===== config.mk =====
export PLATFORM = sky130hd
export DESIGN_NAME = ppi_bus_master
export DESIGN_NICKNAME = d
export VERILOG_FILES = /design/src/rtl/ppi_bus_master.sv
export SDC_FILE = /design/constraint.sdc
export NUM_CORES = 1
export LEC_CHECK = 0
export CORE_UTILIZATION = 48
export CTS_CLUSTER_SIZE = 28
export DETAILED_ROUTE_END_ITERATION = 10
export HOLD_SLACK_MARGIN = 0.06
export PLACE_DENSITY_LB_ADDON = 0.15
export SYNTH_ARGS = -nofsm -noshare
export SYNTH_HDL_FRONTEND = slang
export SYNTH_SLANG_ARGS = --single-unit
export TNS_END_PERCENT = 10

===== constraint.sdc =====
create_clock -name clk -period 3.67 [get_ports clk]
set_clock_uncertainty 0.2 [all_clocks]
set_input_delay 0.9175 -clock clk [delete_from_list [all_inputs] [get_ports clk]]
set_output_delay 0.9175 -clock clk [all_outputs]
set_load 0.02 [all_outputs]

===== src/rtl/ppi_bus_master.sv =====
// CPU-side sequencer for the PPI microprocessor bus: turns valid/ready commands into
// setup/strobe/hold timed rdb/wrb cycles and synchronises INTRA/INTRB into edge pulses.
module ppi_bus_master #(
    parameter int unsigned SETUP_CYC  = 2,
    parameter int unsigned STROBE_CYC = 4,
    parameter int unsigned HOLD_CYC   = 2
) (
    input  logic       clk,
    input  logic       resetb,
    input  logic       cmd_valid,
    output logic       cmd_ready,
    input  logic       cmd_write,
    input  logic [2:0] cmd_addr,
    input  logic [7:0] cmd_wdata,
    output logic       rsp_valid,
    output logic [7:0] rsp_rdata,
    output logic       rdb,
    output logic       wrb,
    output logic [2:0] address,
    output logic [7:0] data_out,
    output logic       data_oe,
    input  logic [7:0] data_in,
    input  logic       intra_in,
    input  logic       intrb_in,
    output logic       irq_a,
    output logic       irq_b
);

    typedef enum logic [1:0] {
        IDLE,
        SETUP,
        STROBE,
        HOLD
    } state_t;

    localparam logic [3:0] SETUP_LD  = 4'(SETUP_CYC);
    localparam logic [3:0] STROBE_LD = 4'(STROBE_CYC);
    localparam logic [3:0] HOLD_LD   = 4'(HOLD_CYC);

    state_t     state;
    logic [3:0] phase_cnt;
    logic       wr_q;
    logic       accept;
    logic [2:0] sync_a;
    logic [2:0] sync_b;

    // Gating with resetb keeps ready low for as long as reset is held.
    assign cmd_ready = resetb && (state == IDLE);
    assign accept    = cmd_valid && cmd_ready;

    // NOTE: every register here, including the captured command, is cleared by the
    // synchronous reset, and all sequential state uses non-blocking assignments so
    // each branch sees the pre-edge values of phase_cnt and wr_q.
    always_ff @(posedge clk) begin
        if (!resetb) begin
            state     <= IDLE;
            phase_cnt <= '0;
            wr_q      <= 1'b0;
            rdb       <= 1'b1;
            wrb       <= 1'b1;
            address   <= '0;
            data_out  <= '0;
            data_oe   <= 1'b0;
            rsp_valid <= 1'b0;
            rsp_rdata <= '0;
        end else begin
            rsp_valid <= 1'b0;
            case (state)
                IDLE: begin
                    if (accept) begin
                        state     <= SETUP;
                        phase_cnt <= SETUP_LD;
                        wr_q      <= cmd_write;
                        address   <= cmd_addr;
                        data_out  <= cmd_wdata;
                        data_oe   <= cmd_write;
                    end
                end
                SETUP: begin
                    if (phase_cnt == 4'd1) begin
                        state     <= STROBE;
                        phase_cnt <= STROBE_LD;
                        rdb       <= wr_q;
                        wrb       <= !wr_q;
                    end else begin
                        phase_cnt <= phase_cnt - 4'd1;
                    end
                end
                STROBE: begin
                    if (phase_cnt == 4'd1) begin
                        state     <= HOLD;
                        phase_cnt <= HOLD_LD;
                        rdb       <= 1'b1;
                        wrb       <= 1'b1;
                        // Sampled on the edge that ends the last strobe cycle.
                        if (!wr_q) begin
                            rsp_valid <= 1'b1;
                            rsp_rdata <= data_in;
                        end
                    end else begin
                        phase_cnt <= phase_cnt - 4'd1;
                    end
                end
                HOLD: begin
                    if (phase_cnt == 4'd1) begin
                        state     <= IDLE;
                        phase_cnt <= '0;
                        data_oe   <= 1'b0;
                    end else begin
                        phase_cnt <= phase_cnt - 4'd1;
                    end
                end
                default: state <= IDLE;
            endcase
        end
    end

    // [0],[1] are the synchroniser stages, [2] is the edge-detect delay.
    always_ff @(posedge clk) begin
        if (!resetb) begin
            sync_a <= '0;
            sync_b <= '0;
            irq_a  <= 1'b0;
            irq_b  <= 1'b0;
        end else begin
            sync_a <= {sync_a[1:0], intra_in};
            sync_b <= {sync_b[1:0], intrb_in};
            irq_a  <= sync_a[1] && !sync_a[2];
            irq_b  <= sync_b[1] && !sync_b[2];
        end
    end

endmodule


==> out/qor.yml, run 1 <==
worst_setup_path:
  arrival_ps: 2150
  critPathCaptureType: "output port"
  crit_top_cell: "clkdlybuf4s50_1"
  required_ps: 2550
  cp-startpoint: "resetb"
  path_cells: "clkdlybuf4s50_1 -> and2_1 -> clkdlybuf4s50_1"
  regToRegSetupSlack_ps: 1650
  crit_cells: 3
  rr_worst_depth: 5
  crit_buf_inv: 2
  reg2reg_from: "state[0]"
  r2r-end: "state[0]"
  worstSetupStartpointType: "primary input"
  cp_slowest_cell: "clkdlybuf4s50_1"
  critPathMaxFanout: 2
  crit_path_max_incr_delay_ps: 610
  critical_path.top_delay_family: "buffers and inverters"
  crit_type: "primary input to output port"
  cp-endpoint: "cmd_ready"
cells_and_area:
  fin_nets: 248
  drive_gt1_share_pct: 6.45
  syn_to_final_growth_pct: 39.2
  n_antenna_cell: 0
detailed_routing:
  vias: 1308
  viasPerCell: 5.01
  drc: 0
  route.antenna.remaining_nets: 0
  dr.pass1.iters: 4
  drt_iter0_markers: 52
  routedWlPerCell_um: 12.1
  drt-total-wl_um: 3150
sta:
  period_needed_ps: 3270
  max_freq_mhz: 306
  rsz0062_at_grt: "no"
  worstMarginPinSlew_ps: 467
  period_share_pct: 89.1
  max_slew_margin_pct: 68.6
  final.setup.tns_ps: 0
  whs_ps: 191
  hold_viol: 0
  finalMaxSlewViolations: 0
  setup_viol: 0
floorplanning:
  die_w_um: 58.8
  coreArea_um2: 3050
  die-area_um2: 3450
  die-height_um: 58.8
  num_rows: 20
  pin_count: 51
  initial_utilization_pct: 50.7
synth:
  syn-num-nets: 196
  yosys_most_used_dff: "dfxtp_1"
  ys_warn_count: 0
  syn_area_um2: 1550
  asyncSetResetFlopFracSynth_pct: 0
  synth_cell_types: 34
  yosysSeqAreaShare_pct: 49.2
  netlist_instances: 164
  synth_enable_flop_cells: 0
  ys_ff_latch: 38
  avgSynthCellArea_um2: 9.43
clock_tree:
  cts_tree: "yes"
  ctsResizeCount: 0
  cts_hold_buf: 0
  htreeDepth: 2
  cts_made_buffers: 5
  path_clk_slew_ps: 110
  cts_buffer_depth: 2
  clockRootBuffer: "clkbuf_4"
  postCtsSetupBuffers: 0
  clock_sinks: 38
  insertion_delay_ps: 350
run:
  maxCapViolCount: 0
placement:
  gp_congestion: 0.855
  port_buffers: 50
  place.detailed.hpwl_um: 2300
outcome:
  outcome: "complete, no violations"
grt:
  track_usage_pct: 21.0
  grt_max_degree: 40
  grt_pass1_wl_um: 5450
  first_global_vias: 1323
  grt_overflow: 0
  antenna_found_initial: 0
pwr:
  max-vdd-ir-drop_uv: 291
  leakage_nw: 0.794
  power_density_nw_per_um2: 526
min_path:
  hp-class: "flip-flop to flip-flop"
## placed cells by master, fill, tap and decap left out, types with 2 or more instances in the layout
cell	Yosys	final
o21ai_0	16	16
nor2_1	3	3
and2_1	8	8
mux2i_1	9	9
buf_4	0	2
nand3_1	2	2
nor2b_1	11	11
o22ai_1	2	2
dfxtp_1	38	38
clkdlybuf4s50_1	0	50
nand3b_1	2	2
ha_1	7	7
a21oi_1	3	3
inv_1	5	5
nand2_1	31	31
or3_1	2	2
clkbuf_4	0	5
## report_power, final
group	switching (mW)	total, mW	internal, mW	leakage [nW]
clock network	0.143	0.235	0.0921	0.0343
logic	0.206	0.392	0.186	0.449
registers	0.0394	0.506	0.466	0.310
## logic make-up (layout without fill, tap and decap cells)
group	count (synthesis)	after routing	share of synthesized area, %
buffers and inverters	12	65	3.07
DFF	38	38	49.2
AOI/OAI and AO/OA	29	29	11.3
adders and majority gates	7	7	5.66
muxes	9	9	5.83
and+or+nand+nor	69	69	24.9
## worst register-to-register path, stage by stage, from the launching register on
cell     delay (ps)
dfxtp_1         380
inv_1           100
ha_1            300
nor3_1          440
o21ai_1         200
o311a_1         310
## Yosys cell counts (2+ instances only)
library cell | count | share of area [%]
clkbuf_1 | 5 | 1.2
a21oi_1 | 3 | 0.97
and2_1 | 8 | 3.2
or3_1 | 2 | 0.81
nand3b_1 | 2 | 0.97
nor2_1 | 3 | 0.73
ha_1 | 7 | 5.7
o22ai_1 | 2 | 0.81
nand2_1 | 31 | 7.5
o21ai_0 | 16 | 5.2
nand3_1 | 2 | 0.65
mux2i_1 | 9 | 5.8
nor2b_1 | 11 | 4.5
buf_2 | 2 | 0.65
inv_1 | 5 | 1.2
dfxtp_1 | 38 | 49
## area by class of cell
cell class | instances | area (µm²)
repair buffers | 52 | 515
inverters | 5 | 18.8
clock buffers | 6 | 51.3
flip-flops and latches | 38 | 761
multi-input cells | 114 | 738
clock inverters | 2 | 12.5
well taps | 44 | 55.1
fillers | 255 | 901
## state kept, by name, summed over array words and instances, names as in the netlist
name / flops
sync_a: 3
state: 2
rdb: 1
address: 3
data_oe: 1
phase_cnt: 4
rsp_valid: 1
wrb: 1
wr_q: 1
rsp_rdata: 8
irq_b: 1
irq_a: 1
data_out: 8
sync_b: 3
## through the flow
step | instances | cell area [µm²] | util [%] | power [mW] | setup slack, ps
after floorplan | 164 | 1550 | - | 0.757 | 1240
after detailed placement | 253 | 2090 | 68.4 | 0.907 | 402
final | 261 | 2150 | 70.5 | 1.13 | 399
after CTS | 261 | 2150 | 70.5 | 1.14 | 395
after global placement | 253 | 2090 | 68.4 | 0.884 | 395
after global routing | 261 | 2150 | 70.5 | 1.21 | 353
## layer usage
| metal | vias to the layer above | share of wire, % | track usage, % |
|---|---|---|---|
| li1 | 656 | - | - |
| met1 | 602 | 41 | 22.6 |
| met2 | 42 | 50 | 36.0 |
| met3 | 8 | 7.1 | 8.57 |
| met4 | 0 | 1.8 | 8.84 |
| met5 | - | 0 | 0 |
## worst min path at each step
| stage | from | end | cells past startpoint | slack (ps) |
|---|---|---|---|---|
| 6_report | sync_a[2] | irq_a | 1 | 190 |
| 5_1_grt | sync_a[2] | irq_a | 1 | 200 |
| 4_1_cts | sync_a[2] | irq_a | 1 | 200 |
| 3_5_place_dp | sync_a[2] | irq_a | 1 | 180 |
| 3_3_place_gp | sync_b[2] | irq_b | 1 | 170 |
| 2_1_floorplan | sync_a[2] | irq_a | 1 | 170 |
(Power assumes the default switching activity.)
==> run 2: changes to the inputs <==
--- a/config.mk
+++ b/config.mk
@@ -5,7 +5,7 @@
 export SDC_FILE = /design/constraint.sdc
 export NUM_CORES = 1
 export LEC_CHECK = 0
-export CORE_UTILIZATION = 48
+export CORE_UTILIZATION = 30
 export CTS_CLUSTER_SIZE = 28
 export DETAILED_ROUTE_END_ITERATION = 10
 export HOLD_SLACK_MARGIN = 0.06
==> constraint.sdc (replaced) <==
create_clock -name clk -period 3.67 [get_ports clk]
set_clock_uncertainty 0.2 [all_clocks]
set_input_delay 0.9175 -clock clk [delete_from_list [all_inputs] [get_ports clk]]
set_output_delay 0.9175 -clock clk [all_outputs]
set_load 0.005 [all_outputs]
==> out/qor.yml, run 2 (synthesis results as in run 1) <==
worst_setup_path:
  crit_buf_inv: 2  # unchanged
  crit_top_cell: "clkdlybuf4s50_1"
  path_cells: "clkdlybuf4s50_1 -> and2_1 -> clkdlybuf4s50_1"
  cp-startpoint: "resetb"
  critPathCaptureType: "output port"
  reg2reg_from: "state[0]"
  required_ps: 2550  # about the same
  critPathMaxFanout: 2  # unchanged
  crit_type: "primary input to output port"
  cp_slowest_cell: "clkdlybuf4s50_1"
  critical_path.top_delay_family: "buffers and inverters"
  crit_path_max_incr_delay_ps: 510  # -100 ps
  arrival_ps: 2040  # -110 ps
  worstSetupStartpointType: "primary input"
placement:
  gp_congestion: 0.787  # -7.9%
  place.detailed.hpwl_um: 2450  # +6.6%
  dp_cells: 276  # +9.1%
  port_buffers: 50  # unchanged
run:
  maxCapViolCount: 0  # unchanged
sta:
  final.setup.tns_ps: 0  # unchanged
  rsz0062_at_grt: "no"
  setup_viol: 0  # unchanged
  max_slew_margin_pct: 71.3  # +2.7 points
  period_needed_ps: 3160  # -112 ps
  max_freq_mhz: 317  # +3.5%
  worstMarginPinSlew_ps: 428  # -39.5 ps
  finalMaxSlewViolations: 0  # unchanged
  period_share_pct: 86.1  # -3.1 points
  hold_viol: 0  # unchanged
floorplanning:
  die-height_um: 73.8  # +26%
  initial_utilization_pct: 31.9  # -19 points
  coreArea_um2: 4850  # +59%
  die-area_um2: 5450  # +58%
  pin_count: 51  # unchanged
  num_rows: 25  # +25%
  die_w_um: 73.8  # +26%
clock_tree:
  cts_hold_buf: 0  # unchanged
  path_clk_slew_ps: 60  # -50 ps
  clockRootBuffer: "clkbuf_8"
  ctsResizeCount: 0  # unchanged
  htreeDepth: 2  # unchanged
  insertion_delay_ps: 280  # -70 ps
  clock_sinks: 38  # unchanged
  cts_made_buffers: 5  # unchanged
  cts_buffer_depth: 2  # unchanged
  postCtsSetupBuffers: 0  # unchanged
  cts_tree: "yes"
grt:
  grt_overflow: 0  # unchanged
  grt_pass1_wl_um: 5760  # +5.7%
  track_usage_pct: 13.9  # -7.1 points
  antenna_found_initial: 0  # unchanged
  grt_max_degree: 40  # unchanged
  first_global_vias: 1349  # +2.0%
outcome:
  outcome: "complete, no violations"
cells_and_area:
  n_antenna_cell: 0  # unchanged
  final_cell_mix: "50 x clkdlybuf4s50_1, 38 x dfxtp_1, 31 x nand2_1"
  drive_gt1_share_pct: 5.99  # -0.46 points
  layout_commonest_cell: "clkdlybuf4s50_1"
  fin_nets: 248  # unchanged
  fin_cells: 284  # +8.8%
  syn_to_final_growth_pct: 42.8
  reg.largest.list: "data_out: 8 flops, rsp_rdata: 8 flops, phase_cnt: 4 flops"
detailed_routing:
  viasPerCell: 4.57  # -8.9%
  wl_met2_um: 1620  # +3.4%
  vias: 1297  # -0.84%
  route.antenna.remaining_nets: 0  # unchanged
  highest_layer: "met4"
  wl_met3_um: 185  # -17%
  drt-total-wl_um: 3360  # +6.8%
  routedWlPerCell_um: 11.8  # -1.9%
  dr.pass1.iters: 4  # unchanged
  drt_iter0_markers: 49  # -5.8%
  wl_met1_um: 1520  # +17%
  drc: 0  # unchanged
pwr:
  power_mw: 1.15  # +1.6%
  leakage_nw: 0.808  # +1.8%
  power_density_nw_per_um2: 521  # -0.98%
  max-vdd-ir-drop_uv: 253  # -13%
min_path:
  hp-start: "sync_a[2]"
  hp-class: "flip-flop to flip-flop"
[run 2: path summary, 6_finish.rpt]
kind	endpoint	slack (ps)	depth (start not counted)
worst max-delay path	cmd_ready	510	3
worst min register to register	irq_a	190	1
worst min-delay path	irq_a	190	1
worst max register to register	state[0]	1710	5
[run 2: per-stage QoR]
step / cell area (µm²) / hold slack, ps / setup slack (ps) / utilization [%]
finish: 2210 / 186 / 511 / 45.5
global route: 2210 / 201 / 458 / 45.5
CTS: 2210 / 189 / 500 / 45.5
detailed placement: 2120 / 179 / 505 / 43.7
global placement: 2120 / 176 / 535 / 43.7
floorplan: 1550 / 167 / 1330 / -
[run 2: report_power, final]
part	internal [mW]	switching [mW]	total [mW]
sequential	0.466	0.0388	0.505
clock	0.152	0.139	0.291
combinational	0.186	0.169	0.355
total	0.804	0.347	1.15
[run 2: routing by layer]
metal | GRT usage [%] | up-vias
met2 | 24.0 | 32
met1 | 15.7 | 603
met5 | 0 | -
met4 | 5.34 | 0
met3 | 4.80 | 5
li1 | - | 657
[run 2: layout make-up]
type | instances | area, µm²
Clock buffer | 7 | 86.3
Clock inverter | 1 | 5.00
Sequential cell | 38 | 761
Multi-Input combinational cell | 114 | 738
Fill cell | 482 | 2640
Timing Repair Buffer | 52 | 515
Tap cell | 67 | 83.8
Inverter | 5 | 18.8
==> run 3: changes to the inputs <==
--- a/config.mk
+++ b/config.mk
@@ -5,11 +5,13 @@
 export SDC_FILE = /design/constraint.sdc
 export NUM_CORES = 1
 export LEC_CHECK = 0
-export CORE_UTILIZATION = 30
+export CORE_UTILIZATION = 48
 export CTS_CLUSTER_SIZE = 28
 export DETAILED_ROUTE_END_ITERATION = 10
+export GPL_TIMING_DRIVEN = 0
 export HOLD_SLACK_MARGIN = 0.06
 export PLACE_DENSITY_LB_ADDON = 0.15
+export REMOVE_ABC_BUFFERS = 1
 export SYNTH_ARGS = -nofsm -noshare
 export SYNTH_HDL_FRONTEND = slang
 export SYNTH_SLANG_ARGS = --single-unit
==> out/qor.yml, run 3 (synthesis results as in run 1) <==
clock_tree:
  cts_buffer_depth: 2  # unchanged
  cts_tree: "yes"
  clockRootBuffer: "clkbuf_4"
  path_clk_slew_ps: 120  # +60 ps
  clock_sinks: 38  # unchanged
  htreeDepth: 2  # unchanged
  insertion_delay_ps: 340  # +60 ps
  cts_hold_buf: 0  # unchanged
  cts_made_buffers: 5  # unchanged
detailed_routing:
  routedWlPerCell_um: 12.0  # +1.8%
  viasPerCell: 4.93  # +8.0%
  route.antenna.remaining_nets: 0  # unchanged
  drt_iter0_markers: 26  # -47%
  drt-total-wl_um: 3120  # -7.2%
  dr.pass1.iters: 4  # unchanged
  vias: 1278  # -1.5%
  drc: 0  # unchanged
run:
  maxCapViolCount: 0  # unchanged
floorplanning:
  die-height_um: 58.8  # -20%
  coreArea_um2: 3050  # -37%
  pin_count: 51  # unchanged
  die_w_um: 58.8  # -20%
  die-area_um2: 3450  # -37%
  initial_utilization_pct: 50.7  # +19 points
  num_rows: 20  # -20%
worst_setup_path:
  worstSetupStartpointType: "primary input"
  reg2reg_from: "state[0]"
  arrival_ps: 2280  # +240 ps
  cp-startpoint: "resetb"
  required_ps: 2550  # about the same
  crit_type: "primary input to output port"
  critPathCaptureType: "output port"
  critPathMaxFanout: 40  # +38
sta:
  period_share_pct: 92.5  # +6.4 points
  finalMaxSlewViolations: 0  # unchanged
  period_needed_ps: 3390  # +235 ps
  setup_viol: 0  # unchanged
  whs_ps: 199  # +13.0 ps
  worst_slack_ps: 276  # -235 ps
  max_slew_margin_pct: 53.0  # -18 points
  worstMarginPinSlew_ps: 706  # +278 ps
  final.setup.tns_ps: 0  # unchanged
  rsz0062_at_grt: "no"
  max_freq_mhz: 295  # -6.9%
  hold_viol: 0  # unchanged
grt:
  first_global_vias: 1216  # -9.9%
  grt.busiest_layer: "met2"
  antenna_found_initial: 0  # unchanged
  grtUsageMet1_pct: 21.0  # +5.4 points
  grt_overflow: 0  # unchanged
  met3_usage_pct: 9.67  # +4.9 points
  grt_pass1_wl_um: 5110  # -11%
  track_usage_pct: 20.1  # +6.2 points
  grtUsageMet2_pct: 34.4  # +10 points
  grt_max_degree: 41  # +2.5%
cells_and_area:
  n_antenna_cell: 0  # unchanged
  fillers: 251  # -48%
  syn_to_final_growth_pct: 38.3
  drive_gt1_share_pct: 6.05  # +0.056 points
  reg.largest.list: "data_out: 8 flops, rsp_rdata: 8 flops, phase_cnt: 4 flops"
  fin_cells: 259  # -8.8%
  fin_nets: 246  # -0.81%
  layout_commonest_cell: "clkdlybuf4s50_1"
  final_cell_mix: "49 x clkdlybuf4s50_1, 38 x dfxtp_1, 31 x nand2_1"
placement:
  place.detailed.hpwl_um: 2260  # -7.6%
  port_buffers: 50  # unchanged
  preCtsSetupSlack_ps: -401  # -906 ps
  gp_congestion: 0.797  # +1.3%
  dp_cells: 251  # -9.1%
pwr:
  power_density_nw_per_um2: 504  # -3.3%
  pwr-share-clk_pct: 21.4  # -3.9 points
  leakage_nw: 0.784  # -2.9%
  pwr-share-seq_pct: 46.9  # +3.0 points
  comb_power_share_pct: 31.7  # +0.9 points
  switching_power_mw: 0.338  # -2.7%
  power_mw: 1.08  # -6.4%
  switching_share_pct: 31.3  # +1.2 points
  intPower_mw: 0.740  # -8.0%
  max-vdd-ir-drop_uv: 323  # +28%
outcome:
  outcome: "complete, no violations"
min_path:
  hp-start: "sync_b[2]"
  hp-class: "flip-flop to flip-flop"
==> run 3: cell count changes in the layout (fill, tap and decap cells not counted), sizes merged <==
| cell | change |
|---|---|
| buf | -2 |
| clkbuf | -1 |
| clkdlybuf4s15 | +1 |
| clkdlybuf4s50 | -1 |
| clkinvlp | +1 |
==> run 3: worst paths after layout <==
path,end,slack (ps),depth (start not counted)
max,cmd_ready,280,3
min,irq_b,200,1
max reg2reg,data_oe,1650,5
min reg2reg,irq_b,200,1
==> run 3: layer usage <==
metal | up-vias | part of all wire [%]
met5 | - | 0
met4 | 0 | 1.5
met3 | 7 | 7.8
met2 | 45 | 48
met1 | 572 | 42
li1 | 654 | -
==> run 3: what timing repair did <==
action | CTS | global route
setup endpoints to repair | 1 | 0
setup buffers | 0 | 0
resized for setup | 3 | 0
==> run 3: power groups by stage <==
stage               Sequential [mW]  Combinational [mW]  Clock [mW]
floorplan                     0.510               0.199           0
global placement              0.510               0.331           0
detailed placement            0.514               0.340           0
CTS                           0.505               0.342       0.239
global route                  0.512               0.382       0.258
finish                        0.505               0.342       0.231
==> run 3: final cells by class <==
type / instances / area (µm²) / area share [%]
clock buffers: 6 / 51.3 / 2.40
inverters: 5 / 18.8 / 0.878
flip-flops and latches: 38 / 761 / 35.6
well taps: 44 / 55.1 / 2.57
clock inverters: 2 / 12.5 / 0.585
repair buffers: 50 / 502 / 23.5
multi-input cells: 114 / 738 / 34.5
==> run 3: metrics by stage <==
| step | cell area [µm²] | util, % |
|---|---|---|
| after floorplan | 1520 | - |
| after global placement | 2070 | 67.9 |
| after detailed placement | 2070 | 67.9 |
| after CTS | 2140 | 70.0 |
| after global routing | 2140 | 70.0 |
| final | 2140 | 70.0 |
==> run 3: worst max-delay path: stages <==
cell	delay, ps
clkdlybuf4s15_2	610
and2_1	230
clkdlybuf4s50_1	500
